$ cat src/rtl/rx78_busctl.sv
// RX-78 bus controller: memory decode, VRAM plane enables, I/O registers,
// vblank interrupt and VRAM wait states. Optional readback: RX78_BUSCTL_RDBACK_EN.
module rx78_busctl #(
    parameter int NPLANES = 6,
    parameter int NPAL    = 6,
    parameter int VWAIT   = 0
) (
    input  logic                clk,
    input  logic                reset,
    input  logic [15:0]         zaddr,
    input  logic [7:0]          zdo,
    input  logic                mreq_n,
    input  logic                iorq_n,
    input  logic                wr_n,
    input  logic                m1_n,
    input  logic                vb,
    output logic [3:0]          mem_sel,
    output logic [NPLANES-1:0]  plane_ce_n,
    output logic [NPAL*8-1:0]   pal,
    output logic [7:0]          mask,
    output logic [7:0]          io_q,
    output logic                io_oe,
    output logic                int_n,
    output logic                wait_n
);

    logic [7:0] rd_bank;
    logic [7:0] wr_bank;
    logic [7:0] bank;
    logic [7:0] ce_all;
    logic [7:0] port;
    logic       io_wr;
    logic       io_wr_q;
    logic       io_commit;
    logic       ack;
    logic       vb_q;
    logic       pending;
    logic       mreq_q;
    logic       vstart;
    logic [3:0] wcnt;

    assign port      = zaddr[7:0];
    assign io_wr     = !iorq_n && !wr_n && m1_n;
    assign io_commit = io_wr && !io_wr_q;
    assign ack       = !iorq_n && !m1_n;

    // Address decode into one-hot region selects; all zero selects ROM
    always_comb begin
        mem_sel = 4'b0000;
        if (!mreq_n) begin
            if (zaddr >= 16'hEC00)      mem_sel = 4'b1000;
            else if (zaddr >= 16'hB000) mem_sel = 4'b0100;
            else if (zaddr >= 16'h6000) mem_sel = 4'b0010;
            else if (zaddr >= 16'h2000) mem_sel = 4'b0001;
        end
    end

    assign bank       = wr_n ? rd_bank : wr_bank;
    assign ce_all     = ~({8{mem_sel[3]}} & bank);
    assign plane_ce_n = ce_all[NPLANES-1:0];

    // I/O register writes, committed once on the leading cycle of a write
    always_ff @(posedge clk or posedge reset) begin
        if (reset) begin
            io_wr_q <= 1'b0;
            rd_bank <= 8'h00;
            wr_bank <= 8'h00;
            pal     <= '0;
            mask    <= 8'h00;
        end else begin
            io_wr_q <= io_wr;
            if (io_commit) begin
                if (port == 8'hF1) rd_bank <= zdo;
                if (port == 8'hF2) wr_bank <= zdo;
                if (port == 8'hFE) mask    <= zdo;
                for (int i = 0; i < NPAL; i++) begin
                    if (port == 8'(245 + i)) pal[8*i +: 8] <= zdo;
                end
            end
        end
    end

    // Vblank edge sets the pending interrupt; acknowledge clears, set wins
    always_ff @(posedge clk or posedge reset) begin
        if (reset) begin
            vb_q    <= 1'b0;
            pending <= 1'b0;
        end else begin
            vb_q <= vb;
            if (vb && !vb_q)  pending <= 1'b1;
            else if (ack)     pending <= 1'b0;
        end
    end

    assign int_n = ~pending;

    assign vstart = mreq_q && !mreq_n && mem_sel[3];

    // Wait-state counter loaded on each new VRAM access start
    always_ff @(posedge clk or posedge reset) begin
        if (reset) begin
            mreq_q <= 1'b1;
            wcnt   <= 4'd0;
        end else begin
            mreq_q <= mreq_n;
            if (vstart)           wcnt <= 4'(VWAIT);
            else if (wcnt != 4'd0) wcnt <= wcnt - 4'd1;
        end
    end

    assign wait_n = (wcnt == 4'd0);

`ifdef RX78_BUSCTL_RDBACK_EN
    logic       io_rd;
    logic       rd_hit;
    logic [7:0] rd_val;

    assign io_rd = !iorq_n && wr_n && m1_n;

    // Select the register addressed by an I/O read
    always_comb begin
        rd_hit = 1'b0;
        rd_val = 8'h00;
        if (port == 8'hF1) begin rd_hit = 1'b1; rd_val = rd_bank; end
        if (port == 8'hF2) begin rd_hit = 1'b1; rd_val = wr_bank; end
        if (port == 8'hFE) begin rd_hit = 1'b1; rd_val = mask;    end
        for (int i = 0; i < NPAL; i++) begin
            if (port == 8'(245 + i)) begin
                rd_hit = 1'b1;
                rd_val = pal[8*i +: 8];
            end
        end
    end

    // Registered readback data, one clock after the read cycle
    always_ff @(posedge clk or posedge reset) begin
        if (reset) begin
            io_q  <= 8'h00;
            io_oe <= 1'b0;
        end else begin
            io_oe <= io_rd && rd_hit;
            io_q  <= (io_rd && rd_hit) ? rd_val : 8'h00;
        end
    end
`else
    assign io_q  = 8'h00;
    assign io_oe = 1'b0;
`endif

endmodule
$ cat config.mk
export PLATFORM = sky130hd
export DESIGN_NAME = rx78_busctl
export DESIGN_NICKNAME = d
export VERILOG_FILES = /design/src/rtl/rx78_busctl.sv
export SDC_FILE = /design/constraint.sdc
export NUM_CORES = 1
export LEC_CHECK = 0
export BUFFER_PORTS_ARGS = -buffer_cell sky130_fd_sc_hd__clkbuf_2
export CAP_MARGIN = 20
export CORE_MARGIN = 2
export CORE_UTILIZATION = 54
export CTS_CLUSTER_DIAMETER = 60
export CTS_CLUSTER_SIZE = 40
export DETAILED_ROUTE_END_ITERATION = 8
export PLACE_DENSITY = 0.87
export RECOVER_POWER = 50
export SYNTH_ARGS = -nofsm -noshare
export SYNTH_HDL_FRONTEND = slang
export SYNTH_SLANG_ARGS = --single-unit
export TNS_END_PERCENT = 30
$ cat constraint.sdc
create_clock -name clk -period 4.85 [get_ports clk]
set_input_delay 0.7275 -clock clk [delete_from_list [all_inputs] [get_ports clk]]
set_output_delay 0.7275 -clock clk [all_outputs]
set_load 0.1 [all_outputs]
Yosys cells after proc, flatten, opt, wreduce, memory -nomap -nowiden
Index checks and enable logic that the tools add are counted.
- bits in registers: 76
- latch bits: 0
- bits in writable memories: 0
- bits in read-only memories: 0
- bits of input ports: 31
- output and inout port bits: 77
- logic and storage cells: 67
- memories kept: 0
- add/subtract/negate cells: 1
- multipliers: 0
- div/mod/pow operators: 0
- order comparisons: 4
- equal/unequal tests: 9
- shift-type cells: 0
- muxes and demuxes: 10
- bitwise operators: 3
- reductions and logical operators: 26
- operators by type and width (cell ; count):
    $eq 8x8->1 const B ; 9
    $ge 16x16->1 const B ; 2
    $reduce_and 2->1 ; 9
    $ge 16x14->1 const B ; 1
    $ge 16x15->1 const B ; 1
    $mux 4 ; 4
    $logic_and 1x1->1 ; 7
    $and 6x6->6 ; 1
    $logic_not 1->1 ; 6
    $mux 6 ; 1
    $not 6->6 ; 1
    $logic_not 4->1 ; 1
    $reduce_bool 2->1 ; 2
    $reduce_bool 4->1 ; 1
    $sub 4x1->4 const B ; 1
    $mux 1 ; 3
    $mux 3 ; 1
    $mux 2 ; 1
    $not 1->1 ; 1

Depth between registers and ports, before layout
Gate-level depths: netlist of run 1.
- depth after elaboration: 8
- gate-level depth with buffers: 5
- gate-level depth less buffers: 5

Worst setup path before layout of run 1
No wires, ideal clock.
- path type: in2out
- start point: input port zaddr[10]
- end point: output port mem_sel[2]
- arrival time: 4.089 ns
- data required time: 4.123 ns
- slack: 0.034 ns
- stages: 3
- buffers on the path: 0
- cells stage by stage: a21oi_1 -> nor2_1 -> nor4b_1
- cells in the longest elaborated chain, start to end: 4
- elaborated cells between the ends (all ways): 5
- those cells by class: 2 x order compare; 3 x mux
- RTL lines (item ; line ; RTL):
    start, declared ; 10 ; input logic [15:0] zaddr,
    $ge 16x16->1 ; 52 ; else if (zaddr >= 16'hB000) mem_sel = 4'b0100;
    $mux 3 ; 52 ;
    $mux 4 * ; 51 ; if (zaddr >= 16'hEC00) mem_sel = 4'b1000;
    $mux 4 * ; 50 ; if (!mreq_n) begin
    end, declared ; 17 ; output logic [3:0] mem_sel,
Mark *: on every way between the ends. The rest lies on a longest branch, timed or not.

Final worst setup path of run 1
- start point: input port zaddr[13]
- end point: output port mem_sel[3]
- cells in the longest elaborated chain, start to end: 3
- RTL lines (item ; line):
    $ge 16x16->1 ; 51
    $mux 4 ; 51
    $mux 4 ; 50
No other way between the ends.

==> metrics, run 1 <==
Placement Setup Slack 1.69 ns; dominant cell type by area after synthesis dfrtp_1; slowest CP cell clkbuf_2; hold slack about 0.26 ns; Synth Flop Type dfrtp_1; GRT Total Usage 0.225; # DRC 0; Clk Latency, worst-skew pair approximately 0.34 ns; Reg clk slew, reported paths roughly 0.07 ns; FFs w/ async S/R, synth 1.00; pwr dens 372 nW/um2; crit-path most repeated cell clkbuf_1; Cell Chain, Critical Path clkbuf_1, nand3_1, nor3_1, clkbuf_1, clkbuf_2; Num CTS Buffers 9; maximum clock rate ~330 MHz; RSZ-0062 raised after global routing no; # placed instances between 300 and 400; clock sink count 76; Power, Total ~1.5 mW; NumNets Final 362; vias 2215; final hold violation count 0; cts hold-fix bufs 0; syn avg cell area 14.4 um2; initial antenna violation count 0; Die Height 81.8 um; post-route setup slack 1.80 ns; synth unique cells 33; Synth top cells by count dfrtp_1, mux2_2, buf_4; Slew @ Worst Pin 2.44 ns; Detail Route Antenna Nets 0; share of cells above drive strength 1 0.512; critical path arrival roughly 2.3 ns; DR WL/cell 17.5 um; Synth warnings 0; CP startpoint kind input port; Reg-to-Reg End pal[42]; Post-CTS Setup Bufs 0; gate count of the mapped netlist about 230; Total Wirelength 7140 um; FF-to-FF setup slack 2.94 ns; Resized cells post-CTS 0; peak supply drop 0.262 mV; Synth Register Bits 76; max-slew violation count 47; first-pass GRT wire length 10800 um; post-detail-place hpwl 5080 um; non-filler instance count after layout 409; CTS tree done; vias in the first global route 2202; final setup TNS 0 ns; cell area after synthesis between 3000 and 4000 um2; Antenna Cells 0; skew final 0.00403 ns; Iter 0 DRT Violations 112; largest net degree at the start of global routing 52; number of synthesized flops with an enable pin 0; Starting Density 0.555; register area share after synthesis 0.583; Tmin final 3.05 ns; First-pass DRT Iterations 4; WP data required 4.12 ns; maximum net fanout on the critical path 8; crit share post-route 0.630; status finished, violations left; number of cells on the worst reg-to-reg path 3; remaining global-route overflow 0; Core ar. 5890 um2; Final setup viols 0; CP Capture Type output port; failing checks capacitance limit, slew limit; hold crit path type input port to async pin; top-count cell post-synth dfrtp_1; clk root buf clkbuf_8; Die Wd 81.8 um; row cnt 28; area of the die 6680 um2; clock buffer depth 2; Slew headroom -0.627; # port buffers 96; post-synth top area share 0.575; area grow syn2layout 21.9%; IO Pins roughly 110; Critical Path Max Stage Delay 0.52 ns; routability cong. about 0.7; Static Leak 2.16 nW; origin of the critical flop-to-flop path io_wr_q; CTS H-tree depth 3; average via count per standard cell 5.42; max-cap violation count 1; layout filler cell count 473; critical setup path kind input port to output port; largest cells by area after synthesis dfrtp_1, mux2_2, mux2_4
## critical path: cells and delay by family
kind	cells	cell delay [ns]
buffers and inverters	3	1.05
and+or+nand+nor	2	0.55
## state kept, by name (all words and copies together) (netlist names)
signal   count
wr_bank      6
pending      1
wcnt         4
rd_bank      6
vb_q         1
io_wr_q      1
mreq_q       1
pal         48
mask         8
## cells by family after synthesis
logic type	after synthesis	share of synthesized area
AOI/OAI and AO/OA	9	0.0149
and+or+nand+nor	41	0.0828
other	1	0.00115
adders and majority gates	1	0.00383
xor gates and xnor gates	2	0.00537
buffers and inverters	20	0.0379
DFF	76	0.583
muxes	76	0.271
## through the flow
stage	util	cell area [um2]
2_1_floorplan	-	3290
3_3_place_gp	0.641	3770
3_5_place_dp	0.641	3770
4_1_cts	0.679	4000
5_1_grt	0.676	3980
6_report	0.676	3980
## cells in the final DEF, fill, tap and decap left out, types with 2 or more instances in the layout
| cell type | count |
|---|---|
| nand2_1 | 8 |
| bufinv_16 | 2 |
| xnor2_1 | 2 |
| nor2b_1 | 5 |
| nand4_1 | 7 |
| nand3b_1 | 2 |
| a21oi_1 | 6 |
| mux2_2 | 67 |
| dfrtp_1 | 75 |
| inv_1 | 6 |
| mux2_4 | 8 |
| clkbuf_1 | 21 |
| o21ai_0 | 2 |
| nor2_1 | 3 |
| clkbuf_8 | 11 |
| nand3_1 | 2 |
| conb_1 | 9 |
| nor3_1 | 3 |
| clkbuf_2 | 77 |
## routing by layer
layer / vias to the layer above / track usage / wire (um) / part of all wire
li1: 1005 / - / - / -
met3: 17 / 0.0571 / 321 / 0.045
met4: 0 / 0.127 / 195 / 0.027
met5: - / 0 / 0 / 0
met1: 1127 / 0.275 / 2970 / 0.42
met2: 66 / 0.363 / 3650 / 0.51
## cell type report
cell class              count  area, um2  area share
inverters                   6       22.5     0.00566
repair buffers             99        472       0.119
clock buffers              11        151      0.0380
flip-flops and latches     76       1900       0.478
well taps                  75       93.8      0.0236
clock inverters             4       72.6      0.0182
multi-input cells         138       1260       0.318
## worst max-delay path by stage
stage                          from    endpoint  slack (ns)  cells after the start
after floorplan           zaddr[10]  mem_sel[2]        0.03                      3
after global placement    zaddr[13]  mem_sel[3]        1.76                      4
after detailed placement  zaddr[13]  mem_sel[3]        1.69                      4
after CTS                 zaddr[13]  mem_sel[3]        1.69                      4
after global routing          reset     pal[18]        1.51                      3
final                     zaddr[13]  mem_sel[3]        1.80                      5
## power breakdown
group | switching, mW | internal [mW] | leakage, nW
clock network | 0.227 | 0.314 | 0.111
registers | 0.0178 | 0.661 | 1.04
logic | 0.197 | 0.0645 | 1.00
Power figures use the tool's default switching activity.
==> inputs of run 2 (changes only) <==
--- a/config.mk
+++ b/config.mk
@@ -8,11 +8,11 @@
 export BUFFER_PORTS_ARGS = -buffer_cell sky130_fd_sc_hd__clkbuf_2
 export CAP_MARGIN = 20
 export CORE_MARGIN = 2
-export CORE_UTILIZATION = 54
+export CORE_UTILIZATION = 50
 export CTS_CLUSTER_DIAMETER = 60
 export CTS_CLUSTER_SIZE = 40
 export DETAILED_ROUTE_END_ITERATION = 8
-export PLACE_DENSITY = 0.87
+export PLACE_DENSITY = 0.81
 export RECOVER_POWER = 50
 export SYNTH_ARGS = -nofsm -noshare
 export SYNTH_HDL_FRONTEND = slang
==> constraint.sdc (replaced) <==
create_clock -name clk -period 3.1 [get_ports clk]
set_input_delay 0.465 -clock clk [delete_from_list [all_inputs] [get_ports clk]]
set_output_delay 0.465 -clock clk [all_outputs]
set_load 0.1 [all_outputs]
==> run 2 against run 1 <==
The run still ends with capacitance limit, slew limit left; largest cell class unchanged; critical path depth shrank 1; highest routed layer unchanged; via count shrank 2.6%; critical path type is now flop to output port; hold slack lost 0.0033 ns; critical endpoint is now wait_n; clock power grew 55%.
==> metrics, run 2 (synthesis gave the netlist of run 1 again) <==
clock buffer depth 2 (unchanged); routability cong. 0.696 (was 0.721); Clk Latency, worst-skew pair 0.34 ns (about the same); initial antenna violation count 0 (unchanged); WP data required 2.63 ns (was 4.12 ns); GRT Total Usage 0.206 (was 0.225); Cell Chain, Critical Path inv_1, ha_1, nor3b_1, clkbuf_2 (was clkbuf_1, nand3_1, nor3_1, clkbuf_1, clkbuf_2); critical setup path kind flop to output port (was input port to output port); clock sink count 76 (unchanged); most frequent cells in the layout dfrtp_1, clkbuf_2, mux2_2 (was clkbuf_2, dfrtp_1, mux2_2); Tmin final approximately 2.5 ns; clk root buf clkbuf_8 (unchanged); Most flops, register pal (unchanged); Power, Total 2.30 mW (was 1.48 mW); First-pass DRT Iterations 4 (unchanged); vias in the first global route 2209 (was 2202); Final Util 0.626 (was 0.676); area grow syn2layout 21.7% (was 21.9%); # DRC 0 (unchanged); Die Wd 84.8 um (was 81.8 um); Num CTS Buffers 9 (unchanged); area of the die 7190 um2 (was 6680 um2); CP startpoint kind flop (was input port); failing checks capacitance limit, slew limit (unchanged); CTS tree done (unchanged); peak supply drop 0.427 mV (was 0.262 mV); average via count per standard cell 5.25 (was 5.42); max reg flops 48 (unchanged); CP Capture Type output port (unchanged); pwr dens 579 nW/um2 (was 372 nW/um2); Slew headroom -0.200 (was -0.627); hold crit path type input port to flop (was input port to async pin); Starting Density 0.514 (was 0.555); skew final 0.00404 ns (was 0.00403 ns); Final setup viols 0 (unchanged); final hold violation count 0 (unchanged); NumNets Final 361 (was 362); Iter 0 DRT Violations 85 (was 112); post-detail-place hpwl 5030 um (was 5080 um); # port buffers 96 (unchanged); Reg clk slew, reported paths 0.08 ns (was 0.07 ns); Critical Path Max Stage Delay 0.55 ns (was 0.52 ns); crit share post-route 0.803; Detail Route Antenna Nets 0 (unchanged); Post-CTS Setup Bufs 0 (unchanged); max-cap violation count 1 (unchanged); Total Wirelength 7060 um (was 7140 um); slowest CP cell clkbuf_2 (unchanged); status finished, violations left (unchanged); maximum net fanout on the critical path 4 (was 8); share of cells above drive strength 1 0.497 (was 0.512); worst path bufs/invs 2 (was 3); delay-heaviest family, CP buffers and inverters (unchanged); vias 2158 (was 2215); IO Pins 108 (unchanged); cts hold-fix bufs 0 (unchanged); first-pass GRT wire length 11300 um (was 10800 um); RSZ-0062 raised after global routing no (unchanged); remaining global-route overflow 0 (unchanged); DR WL/cell 17.2 um (was 17.5 um); max-slew violation count 77 (was 47); Slew @ Worst Pin 1.80 ns (was 2.44 ns); Antenna Cells 0 (unchanged); row cnt 29 (was 28); Core ar. 6350 um2 (was 5890 um2); Resized cells post-CTS 0 (unchanged); CTS H-tree depth 3 (unchanged); Static Leak 2.12 nW (was 2.16 nW); maximum clock rate 402 MHz; commonest non-fill, non-tap cell in the layout dfrtp_1 (was clkbuf_2); critical path arrival 2.02 ns (was 2.33 ns); biggest regs pal x48, mask x8 (unchanged); Die Height 84.8 um (was 81.8 um); largest net degree at the start of global routing 77 (was 52)
[run 2: changes by cell type in the layout (fill, tap and decap cells not counted), sizes merged]
cell,change
clkbuf,-3
clkinv,+2
inv,+1
[run 2: final timing paths]
check / from / to / slack (ns) / depth (start not counted)
max: wcnt[0] / wait_n / 0.61 / 4
min: vb / vb_q / 0.25 / 1
max reg2reg: io_wr_q / pal[15] / 1.23 / 3
min reg2reg: vb_q / pending / 0.45 / 1
max in group asynchronous: reset / wr_bank[1] / 1.32 / 3
min in group asynchronous: reset / pal[33] / 0.73 / 3
[run 2: layout make-up]
class	count	area, um2
multi-input cells	138	1270
inverters	6	22.5
well taps	77	96.3
clock buffers	9	124
flip-flops and latches	76	1900
clock inverters	7	98.8
fillers	521	2380
repair buffers	98	458
[run 2: worst register-to-register path, stage by stage, from the launching register on]
cell	delay [ns]
dfrtp_1	0.37
and4b_1	0.42
nand4_1	0.52
mux2_2	0.46
[run 2: metal layers]
layer,vias to the layer above,wire length [um],global-route usage
met5,-,0,0
met4,0,127,0.0880
met3,13,447,0.0600
met2,66,3580,0.335
met1,1081,2910,0.260
li1,998,-,-
[run 2: report_power, final]
part,switching (mW),internal [mW],leakage [nW]
clock network,0.380,0.459,0.110
logic,0.303,0.101,0.968
registers,0.0252,1.03,1.04
[run 2: metrics by stage]
step / hold WS [ns] / cell area (um2) / setup WS (ns) / cells / TNS (ns)
floorplan: 0.400 / 3310 / -0.116 / 234 / -0.693
global placement: 0.417 / 3800 / 0.908 / 395 / 0
detailed placement: 0.457 / 3800 / 0.886 / 395 / 0
CTS: 0.248 / 4020 / 0.773 / 411 / 0
global route: 0.244 / 3970 / 0.482 / 411 / 0
finish: 0.254 / 3970 / 0.611 / 411 / 0
